<file path="config.mk">
export PLATFORM = sky130hd
export DESIGN_NAME = reg_bank_ctrl
export DESIGN_NICKNAME = d
export VERILOG_FILES = /design/src/rtl/reg_bank_ctrl.sv
export SDC_FILE = /design/constraint.sdc
export NUM_CORES = 1
export LEC_CHECK = 0
export CORE_AREA = 2 2 68 70
export DETAILED_ROUTE_END_ITERATION = 10
export DIE_AREA = 0 0 70 72
export GPL_TIMING_DRIVEN = 0
export HOLD_SLACK_MARGIN = 0.03
export PLACE_DENSITY = 0.72
export SLEW_MARGIN = 20
export SYNTH_ARGS = -nofsm -noshare
export SYNTH_HDL_FRONTEND = slang
export SYNTH_SLANG_ARGS = --single-unit
</file>
<file path="constraint.sdc">
create_clock -name clk -period 2.6 [get_ports clk]
set_input_delay 0.65 -clock clk [delete_from_list [all_inputs] [get_ports clk]]
set_output_delay 0.65 -clock clk [all_outputs]
set_load 0.05 [all_outputs]
</file>
<file path="src/rtl/reg_bank_ctrl.sv">
// Fetch/decode/execute controller for a 4-entry register bank and an external ALU.
// Instructions are 8 bits: opcode [7:4], ra [3:2], rb [1:0].
module reg_bank_ctrl #(
    parameter int unsigned     BITS     = 8,
    parameter logic [BITS-1:0] PC_RESET = '0
) (
    input  logic            clk,
    input  logic            rst,
    output logic [BITS-1:0] mem_addr,
    output logic            mem_read_en,
    output logic            mem_write_en,
    output logic [BITS-1:0] mem_wdata,
    input  logic [BITS-1:0] mem_rdata,
    input  logic            mem_ready,
    output logic [1:0]      address_a,
    output logic [1:0]      address_b,
    output logic [1:0]      write_address,
    output logic [BITS-1:0] write_data,
    output logic            write_enable,
    input  logic [BITS-1:0] reg_data_a,
    input  logic [BITS-1:0] reg_data_b,
    output logic [3:0]      alu_op,
    input  logic [BITS-1:0] alu_result,
    output logic [BITS-1:0] pc,
    output logic            halted
);

    typedef enum logic [2:0] {StFetch, StDecode, StExec, StMem, StHalt} state_e;

    localparam logic [3:0] OpLastAlu = 4'h5;
    localparam logic [3:0] OpLd      = 4'h6;
    localparam logic [3:0] OpSt      = 4'h7;
    localparam logic [3:0] OpBrz     = 4'h8;
    localparam logic [3:0] OpHalt    = 4'hF;
    localparam logic [7:0] IrNop     = 8'h90;

    state_e          state_q;
    logic [7:0]      ir_q;
    logic [BITS-1:0] pc_q;
    logic [3:0]      opcode;
    logic            is_alu;

    assign opcode = ir_q[7:4];
    assign is_alu = (opcode <= OpLastAlu);

    always_ff @(posedge clk or posedge rst) begin
        if (rst) begin
            state_q <= StFetch;
            ir_q    <= IrNop;
            pc_q    <= PC_RESET;
        end else begin
            case (state_q)
                StFetch: begin
                    if (mem_ready) begin
                        ir_q    <= mem_rdata[7:0];
                        pc_q    <= pc_q + BITS'(1);
                        state_q <= StDecode;
                    end
                end
                StDecode: state_q <= StExec;
                StExec: begin
                    if (is_alu) begin
                        state_q <= StFetch;
                    end else if (opcode == OpLd || opcode == OpSt) begin
                        state_q <= StMem;
                    end else if (opcode == OpBrz) begin
                        if (reg_data_a == '0) begin
                            pc_q <= reg_data_b;
                        end
                        state_q <= StFetch;
                    end else if (opcode == OpHalt) begin
                        state_q <= StHalt;
                    end else begin
                        state_q <= StFetch;
                    end
                end
                StMem: begin
                    if (mem_ready) begin
                        state_q <= StFetch;
                    end
                end
                StHalt:  state_q <= StHalt;
                default: state_q <= StFetch;
            endcase
        end
    end

    always_comb begin
        mem_addr     = pc_q;
        mem_read_en  = 1'b0;
        mem_write_en = 1'b0;
        write_enable = 1'b0;
        alu_op       = 4'h0;
        case (state_q)
            StFetch: mem_read_en = 1'b1;
            StExec: begin
                alu_op       = opcode;
                write_enable = is_alu;
            end
            StMem: begin
                mem_addr     = reg_data_b;
                mem_read_en  = (opcode == OpLd);
                mem_write_en = (opcode == OpSt);
                // Load data lands in the bank on the same edge the access completes.
                write_enable = (opcode == OpLd) && mem_ready;
            end
            default: ;
        endcase
        if (rst) begin
            mem_read_en  = 1'b0;
            mem_write_en = 1'b0;
            write_enable = 1'b0;
            alu_op       = 4'h0;
        end
    end

    assign halted        = (state_q == StHalt) && !rst;
    assign mem_wdata     = reg_data_a;
    assign address_a     = ir_q[3:2];
    assign address_b     = ir_q[1:0];
    assign write_address = ir_q[3:2];
    assign write_data    = (opcode == OpLd) ? mem_rdata : alu_result;
    assign pc            = pc_q;

endmodule

</file>
---- After elaboration in Yosys (flattened, before gate mapping) ----
Index checks and enable logic that the tools add are counted.
word-level totals
  register bits after elaboration ......... 19
  input bits .............................. 35
  output and inout bits ................... 46
  logic and storage cells ................. 52
operators by class
  add/sub/neg operators ................... 1
  order comparisons ....................... 1
  eq/ne operators ......................... 14
  multiplexer cells ....................... 23
  reductions and logical operators ........ 10
operators with widths
  cell                                                                    count
  8-bit two-way mux                                                       7
  3-bit two-way mux                                                       6
  8-bit one-hot mux with 2 select lines                                   1
  3-bit one-hot mux with 5 select lines                                   1
  2-bit != test (second input constant)                                   6
  8-bit by 1-bit adder with 8-bit output (second input constant)          1
  4-bit by 3-bit equality test with 1-bit output (second input constant)  2
  4-bit equality test (second input constant)                             2
  8-bit zero test                                                         1
  4-bit two-way mux                                                       2
  3-bit by 2-bit equality test with 1-bit output (second input constant)  2
  6-bit AND reduction                                                     1
  4-bit by 3-bit <= comparator with 1-bit output (second input constant)  1
  1-bit two-way mux                                                       4
  1-bit one-hot mux with 2 select lines                                   2
  2-bit AND reduction                                                     2
  3-bit by 1-bit equality test with 1-bit output (second input constant)  1
  3-bit equality test (second input constant)                             1
  3-bit zero test                                                         1
  1-bit logical AND                                                       2
  2-bit nonzero test                                                      1
  1-bit zero test                                                         1
  1-bit logical OR                                                        1

---- Depth between registers and ports, before layout ----
  depth in word-level cells ............... 6
  depth in mapped cells ................... 6
  depth with buffers taken out ............ 5

---- Least setup slack after synthesis ----
No wires, ideal clock.
  path type ............................... register to output
  start point ............................. register state_q[1]
  end point ............................... output mem_write_en
  data arrival time ....................... 2.501 ns
  data required time ...................... 1.950 ns
  slack ................................... -0.551 ns
  cell stages (with the launch flop) ...... 6
  buffers on the path ..................... 1
  cells stage by stage .................... dfrtp_1 buf_2 inv_1 nor2_1 nand2_1 nor4bb_1
between the ends
  longest elaborated chain between the ends .. 3
ends and longest elaborated chain
  item                                            RTL line  text
  start, declared                                 37        state_e state_q;
  start signal, assigned                          48        state_q <= StFetch;
  start signal, assigned                          57        state_q <= StDecode;
  start signal, assigned                          60        StDecode: state_q <= StExec;
  3-bit by 2-bit equality test with 1-bit output  94        case (state_q)
  1-bit two-way mux                               94
  1-bit two-way mux                               109       if (rst) begin
  end, declared                                   11        output logic mem_write_en,
Every way passes these cells.

---- Final worst setup path ----
  start point ............................. input mem_ready
  end point ............................... output write_enable
between the ends
  longest elaborated chain between the ends .. 3
ends and longest elaborated chain
  item                                   RTL line  text
  start, declared                        14        input logic mem_ready,
  1-bit logical AND                      105       write_enable = (opcode == OpLd) && mem_ready;
  1-bit one-hot mux with 2 select lines  94
  1-bit two-way mux                      109
  end, declared                          19        output logic write_enable,
Every way passes these cells.

==> flow_metrics.env <==
export IMPL_nets=276
export IMPL_dr_pass1_iters=4
export IMPL_area_growth_syn_to_layout_pct=66.9
export IMPL_grt_antenna_before_repair=0
export IMPL_irDropWorstVdd_mv=0.757
export IMPL_p_sw_mw=1.73
export IMPL_synthesis_instances=149
export IMPL_htree_levels=1
export IMPL_clk_path_buf_depth=2
export IMPL_die_h_um=72
export IMPL_p_comb_share_pct=73.2
export IMPL_cp_max_fo=5
export IMPL_hpwl_um=3100
export IMPL_p_int_mw=1.40
export IMPL_worstSetupPathType="in2out"
export IMPL_cts_buffers=3
export IMPL_synthesis_nets=185
export IMPL_rsz0062_at_grt="yes"
export IMPL_clock_sinks=19
export IMPL_cts_tree="done"
export IMPL_place_congestion=0.756
export IMPL_fmax_ghz=0.393
export IMPL_p_leak_nw=0.998
export IMPL_fin_crit_ns=2.54
export IMPL_drv_cap=0
export IMPL_grt_max_degree=12
export IMPL_routed_wl_um=4270
export IMPL_setup_viol=0
export IMPL_ys_types=39
export IMPL_antenna_cells=0
export IMPL_hold_class="reg2reg"
export IMPL_fp_dieArea_um2=5040
export IMPL_seq_power_share_pct=20.1
export IMPL_power_density_nw_per_um2=1300
export IMPL_power_frac_clock_pct=6.8
export IMPL_fin_skew_ns=0.00417
export IMPL_vias=1533
export IMPL_cp_required_ns=1.95
export IMPL_detail_route_iter0_violations=55
export IMPL_globalRouteOverflowTotal=0
export IMPL_ctsHoldBuffers=0
export IMPL_fp_dieW_um=70
export IMPL_drc=0
export IMPL_clk_pin_slew_ns=0.07
export IMPL_worstSetupStartpointType="input pin"
export IMPL_wire_per_inst_um=14.7
export IMPL_crit_path_end_kind="output port"
export IMPL_grt_pass1_wl_um=6880
export IMPL_ys_flop_type="dfrtp_1"
export IMPL_layout_drive_gt1_share_pct=39.7
export IMPL_slew_headroom_pct=43.1
export IMPL_synth_seq_cells=19
export IMPL_avgSynthCellArea_um2=9.65
export IMPL_insertion_delay_ns=0.26
export IMPL_async_flop_share_pct=100
export IMPL_synth_edf_count=0
export IMPL_drtAntennaViolNets=0
export IMPL_hold_viol=0
export IMPL_yosysWarnings=0
export IMPL_synth_cell_area_um2=1440
export IMPL_worst_hold_slack_ns=0.508
export IMPL_final_core_util_pct=56.3
export IMPL_viasPerCell=5.27
export IMPL_core_um2=4260
export IMPL_worstPathArrival_ns=1.89
export IMPL_yosysSeqAreaShare_pct=33.2
export IMPL_swShare_pct=55.2
export IMPL_root_buffer="clkbuf_8"
export IMPL_start_util_pct=33.7
export IMPL_grt_pass1_vias=1455
export IMPL_outcome="finished clean"
export IMPL_grt_usage_pct=16.9
export IMPL_num_rows=24
export IMPL_io_pins=81
export IMPL_slew_violations=0
export IMPL_port_buffers=80
export IMPL_max_slew_worst_pin_slew_ns=0.850
export IMPL_fin_crit_sh_pct=97.9
final cells by class:
cell class | instances | area [um^2]
Fill cell | 399 | 1860
Multi-Input combinational cell | 106 | 860
Timing Repair Buffer | 84 | 773
Sequential cell | 19 | 480
Buffer | 20 | 149
Tap cell | 52 | 65.1
Clock buffer | 4 | 45.0
Inverter | 5 | 22.5
Timing Repair inverter | 1 | 5.00
metal layers:
metal  vias to the layer above  wire [um]  track usage (%)
met5                         -          0                0
met4                         0         34             5.77
met3                         2        304             2.36
met2                        66       2020             28.0
met1                       734       1910             22.7
li1                        731          -                -
critical path, stage by stage:
cell and delay [ns]:
clkdlybuf4s50_1 0.60, a31oi_1 0.14, nor4b_2 0.23, clkbuf_4 0.28
registers in the layout, indices dropped and copies added, names as in the netlist:
| name | count |
|---|---|
| ir_q | 8 |
| pc | 8 |
| state_q | 3 |
cells in the final DEF (no fill, tap or decap), types with 6 or more instances in the layout:
cell type	count
buf_2	13
buf_4	19
a21oi_1	9
clkdlybuf4s50_1	47
o21ai_0	9
dlygate4sd2_1	10
nor2_1	6
dfrtp_1	15
mux2_2	23
clkdlybuf4s15_2	8
what timing repair did:
| item | CTS | global route |
|---|---|---|
| endpoints found under the hold margin | 0 | 0 |
| gates cloned | 2 | 0 |
| pin swaps | 2 | 1 |
| setup endpoints to repair | 32 | 23 |
| setup buffers | 4 | 0 |
| gates resized for setup | 97 | 31 |
power by group through the flow:
stage               clock network (mW)  logic [mW]  registers (mW)
floorplan                            0        1.45           0.769
global placement                     0        2.26           0.618
detailed placement                   0        2.28           0.620
CTS                              0.215        2.33           0.618
global route                     0.228        2.41           0.657
finish                           0.212        2.29           0.628
through the flow:
stage	cells	TNS (ns)	worst slack (ns)	power, mW	area [um^2]
2_1_floorplan	149	-0.0231	-0.0231	2.22	1470
3_3_place_gp	281	-10.67	-1.06	2.88	2330
3_5_place_dp	281	-10.74	-1.05	2.90	2330
4_1_cts	291	0	0.00199	3.16	2450
5_1_grt	291	-0.00294	-0.00294	3.29	2400
6_report	291	0	0.0550	3.13	2400
final timing paths:
path	startpoint	end	slack [ns]	depth (start not counted)
hold / removal	ir_q[1]	ir_q[1]	0.51	1
min in group asynchronous	rst	pc[2]	0.74	2
hold reg to reg	ir_q[1]	ir_q[1]	0.51	1
setup reg to reg	ir_q[7]	pc[7]	0.52	5
setup / recovery	mem_ready	write_enable	0.06	4
max in group asynchronous	rst	ir_q[4]	1.53	2
cell families after synthesis:
| logic type | after synthesis | share of synthesized area (%) |
|---|---|---|
| simple gates | 44 | 18.7 |
| mux | 24 | 18.7 |
| flops | 19 | 33.2 |
| fa+ha+maj | 1 | 0.870 |
| compound gates | 36 | 17.1 |
| buf+inv | 25 | 11.4 |
cell usage after synthesis (3+ instances only):
| cell | number | share of area, % |
|---|---|---|
| o31ai_1 | 5 | 2.6 |
| nor3_1 | 5 | 1.7 |
| nand3_1 | 5 | 1.7 |
| a31oi_1 | 3 | 1.3 |
| a21oi_1 | 9 | 3.1 |
| buf_4 | 14 | 7.3 |
| nor4_1 | 4 | 1.7 |
| dfrtp_1 | 17 | 30 |
| inv_1 | 5 | 1.3 |
| and3_1 | 4 | 1.7 |
| nor2_1 | 7 | 1.8 |
| mux2_2 | 23 | 18 |
| o21ai_0 | 9 | 3.1 |
| nand2_1 | 5 | 1.3 |
Power figures use the tool's default switching activity.
